## src/rtl/seg14_pkg.sv

```systemverilog
// Shared constants, glyph table and types for the 14-segment scan capture path.
package seg14_pkg;

   localparam int NUM_DIGITS = 12;
   localparam int SEG_W      = 14;
   localparam int CODE_W     = 4;
   localparam int IDX_W      = $clog2(NUM_DIGITS);

   localparam logic [SEG_W-1:0] GLY_SP = 14'h0000;
   localparam logic [SEG_W-1:0] GLY_A  = 14'h3BC0;
   localparam logic [SEG_W-1:0] GLY_D  = 14'h3C12;
   localparam logic [SEG_W-1:0] GLY_E  = 14'h2780;
   localparam logic [SEG_W-1:0] GLY_H  = 14'h1BC0;
   localparam logic [SEG_W-1:0] GLY_N  = 14'h1B24;
   localparam logic [SEG_W-1:0] GLY_R  = 14'h33C4;
   localparam logic [SEG_W-1:0] GLY_Z  = 14'h2409;
   localparam logic [SEG_W-1:0] GLY_2  = 14'h36C0;
   localparam logic [SEG_W-1:0] GLY_3  = 14'h3C40;

   localparam logic [CODE_W-1:0] CH_SP  = 4'd0;
   localparam logic [CODE_W-1:0] CH_A   = 4'd1;
   localparam logic [CODE_W-1:0] CH_D   = 4'd2;
   localparam logic [CODE_W-1:0] CH_E   = 4'd3;
   localparam logic [CODE_W-1:0] CH_H   = 4'd4;
   localparam logic [CODE_W-1:0] CH_N   = 4'd5;
   localparam logic [CODE_W-1:0] CH_R   = 4'd6;
   localparam logic [CODE_W-1:0] CH_Z   = 4'd7;
   localparam logic [CODE_W-1:0] CH_2   = 4'd8;
   localparam logic [CODE_W-1:0] CH_3   = 4'd9;
   localparam logic [CODE_W-1:0] CH_UNK = 4'hF;

   typedef enum logic {
      HUNT = 1'b0,
      CAPT = 1'b1
   } state_e;

   typedef logic [NUM_DIGITS-1:0][CODE_W-1:0] frame_t;

endpackage

```

## src/rtl/seg14_glyph_decode.sv

```systemverilog
// Combinational 14-segment pattern to char code lookup.
// Patterns outside the table return CH_UNK with unk raised.
module seg14_glyph_decode
   import seg14_pkg::*;
(
   input  logic [SEG_W-1:0]  segm,
   output logic [CODE_W-1:0] code,
   output logic              unk
);

   always_comb begin
      code = CH_UNK;
      unk  = 1'b0;
      unique case (segm)
         GLY_SP:  code = CH_SP;
         GLY_A:   code = CH_A;
         GLY_D:   code = CH_D;
         GLY_E:   code = CH_E;
         GLY_H:   code = CH_H;
         GLY_N:   code = CH_N;
         GLY_R:   code = CH_R;
         GLY_Z:   code = CH_Z;
         GLY_2:   code = CH_2;
         GLY_3:   code = CH_3;
         default: unk  = 1'b1;
      endcase
   end

endmodule

```

## src/rtl/seg14_scan_capture.sv

```systemverilog
// Receive side of the 12-digit multiplexed 14-segment bus: samples,
// decodes and assembles frames, handing them out through valid/ack.
module seg14_scan_capture
   import seg14_pkg::*;
(
   input  logic                  clk,
   input  logic                  rst_n,
   input  logic                  scan_valid,
   input  logic [NUM_DIGITS-1:0] scan_sel,
   input  logic [SEG_W-1:0]      scan_segm,
   output logic                  frame_valid,
   input  logic                  frame_ack,
   input  logic [IDX_W-1:0]      rd_addr,
   output logic [CODE_W-1:0]     rd_char,
   output logic                  frame_bad,
   output logic                  frame_chg,
   output logic [7:0]            frame_cnt,
   output logic                  err_sel,
   output logic                  err_ovr,
   input  logic                  clr_err
);

   localparam logic [IDX_W-1:0] LAST_IDX = IDX_W'(NUM_DIGITS - 1);
   localparam logic [IDX_W-1:0] ONE_IDX  = IDX_W'(1);

   logic                  s_vld_q, s_vld_d;
   logic [NUM_DIGITS-1:0] s_sel_q, s_sel_d;
   logic [SEG_W-1:0]      s_segm_q, s_segm_d;

   state_e                state_q, state_d;
   logic [IDX_W-1:0]      exp_q, exp_d;
   logic [IDX_W-1:0]      last_q, last_d;
   frame_t                shd_q, shd_d;
   logic                  sbad_q, sbad_d;

   frame_t                obuf_q, obuf_d;
   logic                  fv_q, fv_d;
   logic                  fbad_q, fbad_d;
   logic                  fchg_q, fchg_d;
   logic [7:0]            cnt_q, cnt_d;
   logic                  esel_q, esel_d;
   logic                  eovr_q, eovr_d;

   logic [IDX_W-1:0]      sel_idx;
   logic                  sel_ok;
   logic [CODE_W-1:0]     g_code;
   logic                  g_unk;
   logic                  start;
   logic                  done;
   logic                  sel_err;

   seg14_glyph_decode u_glyph (
      .segm (s_segm_q),
      .code (g_code),
      .unk  (g_unk)
   );

   always_comb begin
      s_vld_d  = scan_valid;
      s_sel_d  = scan_valid ? scan_sel  : s_sel_q;
      s_segm_d = scan_valid ? scan_segm : s_segm_q;
   end

   always_comb begin
      sel_idx = '0;
      for (int i = 0; i < NUM_DIGITS; i++) begin
         if (s_sel_q[i]) sel_idx = IDX_W'(i);
      end
   end

   assign sel_ok = ($countones(s_sel_q) == 1);
   assign start  = s_vld_q && sel_ok && (sel_idx == '0);

   always_comb begin
      state_d = state_q;
      exp_d   = exp_q;
      last_d  = last_q;
      shd_d   = shd_q;
      sbad_d  = sbad_q;
      done    = 1'b0;
      sel_err = 1'b0;
      unique case (state_q)
         HUNT: begin
            if (start) begin
               shd_d[0] = g_code;
               sbad_d   = g_unk;
               last_d   = '0;
               exp_d    = ONE_IDX;
               state_d  = CAPT;
            end
         end
         CAPT: begin
            // a repeated sample of the last stored digit is a display hold
            if (s_vld_q && !(sel_ok && sel_idx == last_q)) begin
               if (sel_ok && sel_idx == exp_q) begin
                  shd_d[sel_idx] = g_code;
                  sbad_d         = sbad_q | g_unk;
                  last_d         = sel_idx;
                  exp_d          = exp_q + ONE_IDX;
                  if (sel_idx == LAST_IDX) begin
                     done    = 1'b1;
                     state_d = HUNT;
                  end
               end else begin
                  sel_err = 1'b1;
                  state_d = HUNT;
                  if (start) begin
                     shd_d[0] = g_code;
                     sbad_d   = g_unk;
                     last_d   = '0;
                     exp_d    = ONE_IDX;
                     state_d  = CAPT;
                  end
               end
            end
         end
         default: state_d = HUNT;
      endcase
   end

   always_comb begin
      obuf_d = obuf_q;
      fv_d   = fv_q;
      fbad_d = fbad_q;
      fchg_d = fchg_q;
      cnt_d  = cnt_q;
      esel_d = clr_err ? 1'b0 : esel_q;
      eovr_d = clr_err ? 1'b0 : eovr_q;
      if (sel_err) esel_d = 1'b1;
      if (done) begin
         if (!fv_q || frame_ack) begin
            obuf_d = shd_d;
            fv_d   = 1'b1;
            fbad_d = sbad_d;
            fchg_d = (shd_d != obuf_q);
            cnt_d  = cnt_q + 8'd1;
         end else begin
            eovr_d = 1'b1;
         end
      end else if (fv_q && frame_ack) begin
         fv_d = 1'b0;
      end
   end

   always_ff @(posedge clk or negedge rst_n) begin
      if (!rst_n) begin
         s_vld_q  <= 1'b0;
         s_sel_q  <= '0;
         s_segm_q <= '0;
         state_q  <= HUNT;
         exp_q    <= '0;
         last_q   <= '0;
         shd_q    <= '0;
         sbad_q   <= 1'b0;
         obuf_q   <= '0;
         fv_q     <= 1'b0;
         fbad_q   <= 1'b0;
         fchg_q   <= 1'b0;
         cnt_q    <= '0;
         esel_q   <= 1'b0;
         eovr_q   <= 1'b0;
      end else begin
         s_vld_q  <= s_vld_d;
         s_sel_q  <= s_sel_d;
         s_segm_q <= s_segm_d;
         state_q  <= state_d;
         exp_q    <= exp_d;
         last_q   <= last_d;
         shd_q    <= shd_d;
         sbad_q   <= sbad_d;
         obuf_q   <= obuf_d;
         fv_q     <= fv_d;
         fbad_q   <= fbad_d;
         fchg_q   <= fchg_d;
         cnt_q    <= cnt_d;
         esel_q   <= esel_d;
         eovr_q   <= eovr_d;
      end
   end

   assign rd_char     = (rd_addr < IDX_W'(NUM_DIGITS)) ? obuf_q[rd_addr] : CH_UNK;
   assign frame_valid = fv_q;
   assign frame_bad   = fbad_q;
   assign frame_chg   = fchg_q;
   assign frame_cnt   = cnt_q;
   assign err_sel     = esel_q;
   assign err_ovr     = eovr_q;

endmodule

```

## config.mk

```make
export PLATFORM = sky130hd
export DESIGN_NAME = seg14_scan_capture
export DESIGN_NICKNAME = d
export VERILOG_FILES = /design/src/rtl/seg14_pkg.sv /design/src/rtl/seg14_glyph_decode.sv /design/src/rtl/seg14_scan_capture.sv
export SDC_FILE = /design/constraint.sdc
export NUM_CORES = 1
export LEC_CHECK = 0
export CORE_MARGIN = 10
export CORE_UTILIZATION = 60
export CTS_BUF_LIST = sky130_fd_sc_hd__clkbuf_8
export DETAILED_ROUTE_END_ITERATION = 6
export GPL_TIMING_DRIVEN = 0
export MAX_ROUTING_LAYER = met4
export PLACE_DENSITY_LB_ADDON = 0.08
export SLEW_MARGIN = 20
export SYNTH_ARGS = -nofsm -noshare
export SYNTH_HDL_FRONTEND = slang
export SYNTH_SLANG_ARGS = --single-unit
```

## constraint.sdc

```tcl
create_clock -name clk -period 13.72 [get_ports clk]
set_input_delay 2.744 -clock clk [delete_from_list [all_inputs] [get_ports clk]]
set_output_delay 2.744 -clock clk [all_outputs]
set_load 0.05 [all_outputs]
```

==> reports/metrics.yaml <==
drt:
  totalWireLength_um: 23740
  first_pass_iters: 6
  drc_errors: 0
  wl_per_cell_um: 21.82
  drt_iter0_markers: 887
  ant_nets: 0
  routed_via_density: 6.426
  via_count: 6991
cells_and_area:
  syn_to_final_growth_pct: 13.91
  final_common_cell: "dfrtp_1"
  drive_above_1_share_pct: 12.62
  final_cell_mix: "dfrtp_1 (146), nand2_1 (69), inv_1 (68), nor2_1 (62), o21ai_0 (59)"
  multi_input_area_um2: 4172
  nFillCells: 1023
  fin_nets: 946
  seq_area_um2: 3654
floorplan:
  fp.dieW_um: 137.3
  fp.dieH_um: 137.3
  core_um2: 13350
  io_pins: 52
  rows: 42
  start_util_pct: 61.86
  die-area_um2: 18850
critical_path:
  critPathRequiredTime_ps: 10980
  start_kind: "input port"
  cp_max_fo: 10
  critPathCaptureType: "output pin"
  path_class: "in2out"
  cp.arrival_ps: 5760
place:
  hpwl_um: 17750
  portBuffers: 50
  place_congestion: 1.015
  dp_slack_ps: 5187
global_route:
  grt_pass1_vias: 6949
  grt.total_usage_pct: 26.72
  grt_max_degree: 83
  antenna_found_initial: 0
  grt_pass1_wl_um: 37890
  overflow: 0
power_and_ir_drop:
  pwr-share-clk_pct: 35.4
  internal_power_uw: 651.8
  vdd_ir_drop_max_mv: 0.08899
  seqPwrFrac_pct: 48.1
  p_sw_share_pct: 30.66
  powerDensity_nw_per_um2: 99.94
  p_sw_uw: 288.2
  leakagePower_uw: 0.004144
  p_comb_share_pct: 16.5
yosys:
  syn-num-nets: 875
  syn_inst: 827
  synth.largest_area_cell: "dfrtp_1"
  synth.area.top_cells: "dfrtp_1 (44%), mux2_2 (4.4%), mux2i_1 (4.2%)"
  synth_area_um2: 8257
  synth.distinct_cells: 78
  yosysWarningCount: 0
  synth_seq_cells: 146
  ys_async_sr_fraction_pct: 100.0
  yosysSeqAreaShare_pct: 44.25
  synth_top_area_share_pct: 44.25
  synth_edf_count: 0
  synth-main-ff-cell: "dfrtp_1"
  syn_avg_cell_area_um2: 9.984
sta:
  finalSetupViolCount: 0
  slew_headroom_pct: 26.35
  fin_setup_tns_ps: 0
  period_minus_slack_ps: 8505
  finalHoldViolCount: 0
  fin_skew_ps: 11.17
  rsz0062_at_grt: "no"
  worstMarginPinSlew_ps: 1103
  layout_setup_ws_ps: 5215
  fmax_ghz: 0.1176
  period_share_pct: 61.99
  report.final.slew_viol_count: 0
clocking:
  cts_buffers: 17
  cts_resized: 0
  cts_max_level: 4
  cts_sinks: 146
  post_cts_buffers: 0
  clockRootBuffer: "clkbuf_8"
  clkLatencyLatePin_ps: 470
  clk_pin_slew_ps: 80
  cts-hold-fix-buffers: 0
  cts_tree: "done"
  cts_max_path_buffers: 2
run:
  maxCapViolCount: 0
hold_path:
  hold_class: "reg2reg"
status:
  status: "finished clean"
-- synth_stat cells, drive strengths merged (4+ instances only) --
cell / instances
nor2b: 5
and3: 6
xnor2: 24
nand2b: 10
and4: 4
nor2: 62
inv: 68
nor3: 15
o21ai: 61
o2111ai: 7
nand4: 15
mux2: 32
a211o: 4
dfrtp: 146
o31ai: 5
buf: 12
mux2i: 35
or4: 12
mux4: 12
a211oi: 6
nor3b: 5
ha: 6
xor2: 13
a22o: 7
o211ai: 6
nand2: 69
fa: 7
or2: 4
nor4: 19
clkbuf: 26
a21o: 4
a2111oi: 11
nand3: 16
o22ai: 10
a21oi: 39
and2: 5
-- worst paths after layout --
path                                 start         end  slack [ps]  cells after the start
worst min-delay path             shd_q[47]   shd_q[47]         490                      2
max in group asynchronous            rst_n   shd_q[25]       10740                      2
min in group asynchronous            rst_n    exp_q[1]        2200                      1
worst max register to register  s_sel_q[5]   frame_chg        6740                     21
worst max-delay path            rd_addr[0]  rd_char[0]        5220                      6
worst min register to register   shd_q[47]   shd_q[47]         490                      2
-- metrics by stage --
step                      hold slack (ps)  utilization, %  instance area, um^2  total power, uW  instances
final                               487.6           70.46                 9405            940.0       1088
after global routing                515.8           70.44                 9403            984.1       1087
after CTS                           483.5           70.44                 9403            942.4       1087
after detailed placement            465.9           67.58                 9020            612.7       1055
after global placement              449.4           67.26                 8977            602.8       1053
after floorplan                     432.7               -                 8257            559.6        827
-- flip-flops by register name, summed over array words and instances, names as in the netlist, 4 cells and up --
signal     cells
obuf_q        48
exp_q          4
frame_cnt      8
last_q         4
s_segm_q      14
s_sel_q       12
shd_q         48
-- cell type report --
| cell class | instances | share of cell area (%) |
|---|---|---|
| Inverter | 68 | 2.714 |
| Clock inverter | 15 | 1.583 |
| Timing Repair Buffer | 52 | 5.720 |
| Tap cell | 176 | 2.341 |
| Antenna cell | 1 | 0.02661 |
| Buffer | 38 | 1.929 |
| Clock buffer | 17 | 2.488 |
| Sequential cell | 146 | 38.85 |
| Multi-Input combinational cell | 575 | 44.35 |
-- worst max-delay path, stage by stage --
cell             delay, ps
clkdlybuf4s50_1        570
buf_1                  730
mux4_2                 610
o21ai_0                200
o21ai_0                170
clkdlybuf4s50_1        740
-- logic make-up after synthesis --
family                     after synthesis  share of synthesized area, %
and+or+nand+nor                        264                         16.62
AOI/OAI and AO/OA                      182                         15.43
DFF                                    146                         44.25
buffers and inverters                  106                         5.289
muxes                                   79                         11.88
xor gates and xnor gates                37                         3.925
adders and majority gates               13                         2.606
-- power by group through the flow --
stage                     combinational (uW)  clock [uW]  sequential (uW)
final                                    155         333              452
after global routing                     174         356              454
after CTS                                154         337              451
after detailed placement                 153           0              460
after global placement                   144           0              459
after floorplan                          104           0              456
-- routing by layer --
layer | global-route usage, % | up-vias | wire length [um]
li1 | - | 3143 | -
met1 | 34.71 | 3446 | 9872
met2 | 40.83 | 356 | 11120
met3 | 6.300 | 46 | 2255
met4 | 8.255 | 0 | 495
met5 | - | - | 0
(Power assumes the default switching activity.)
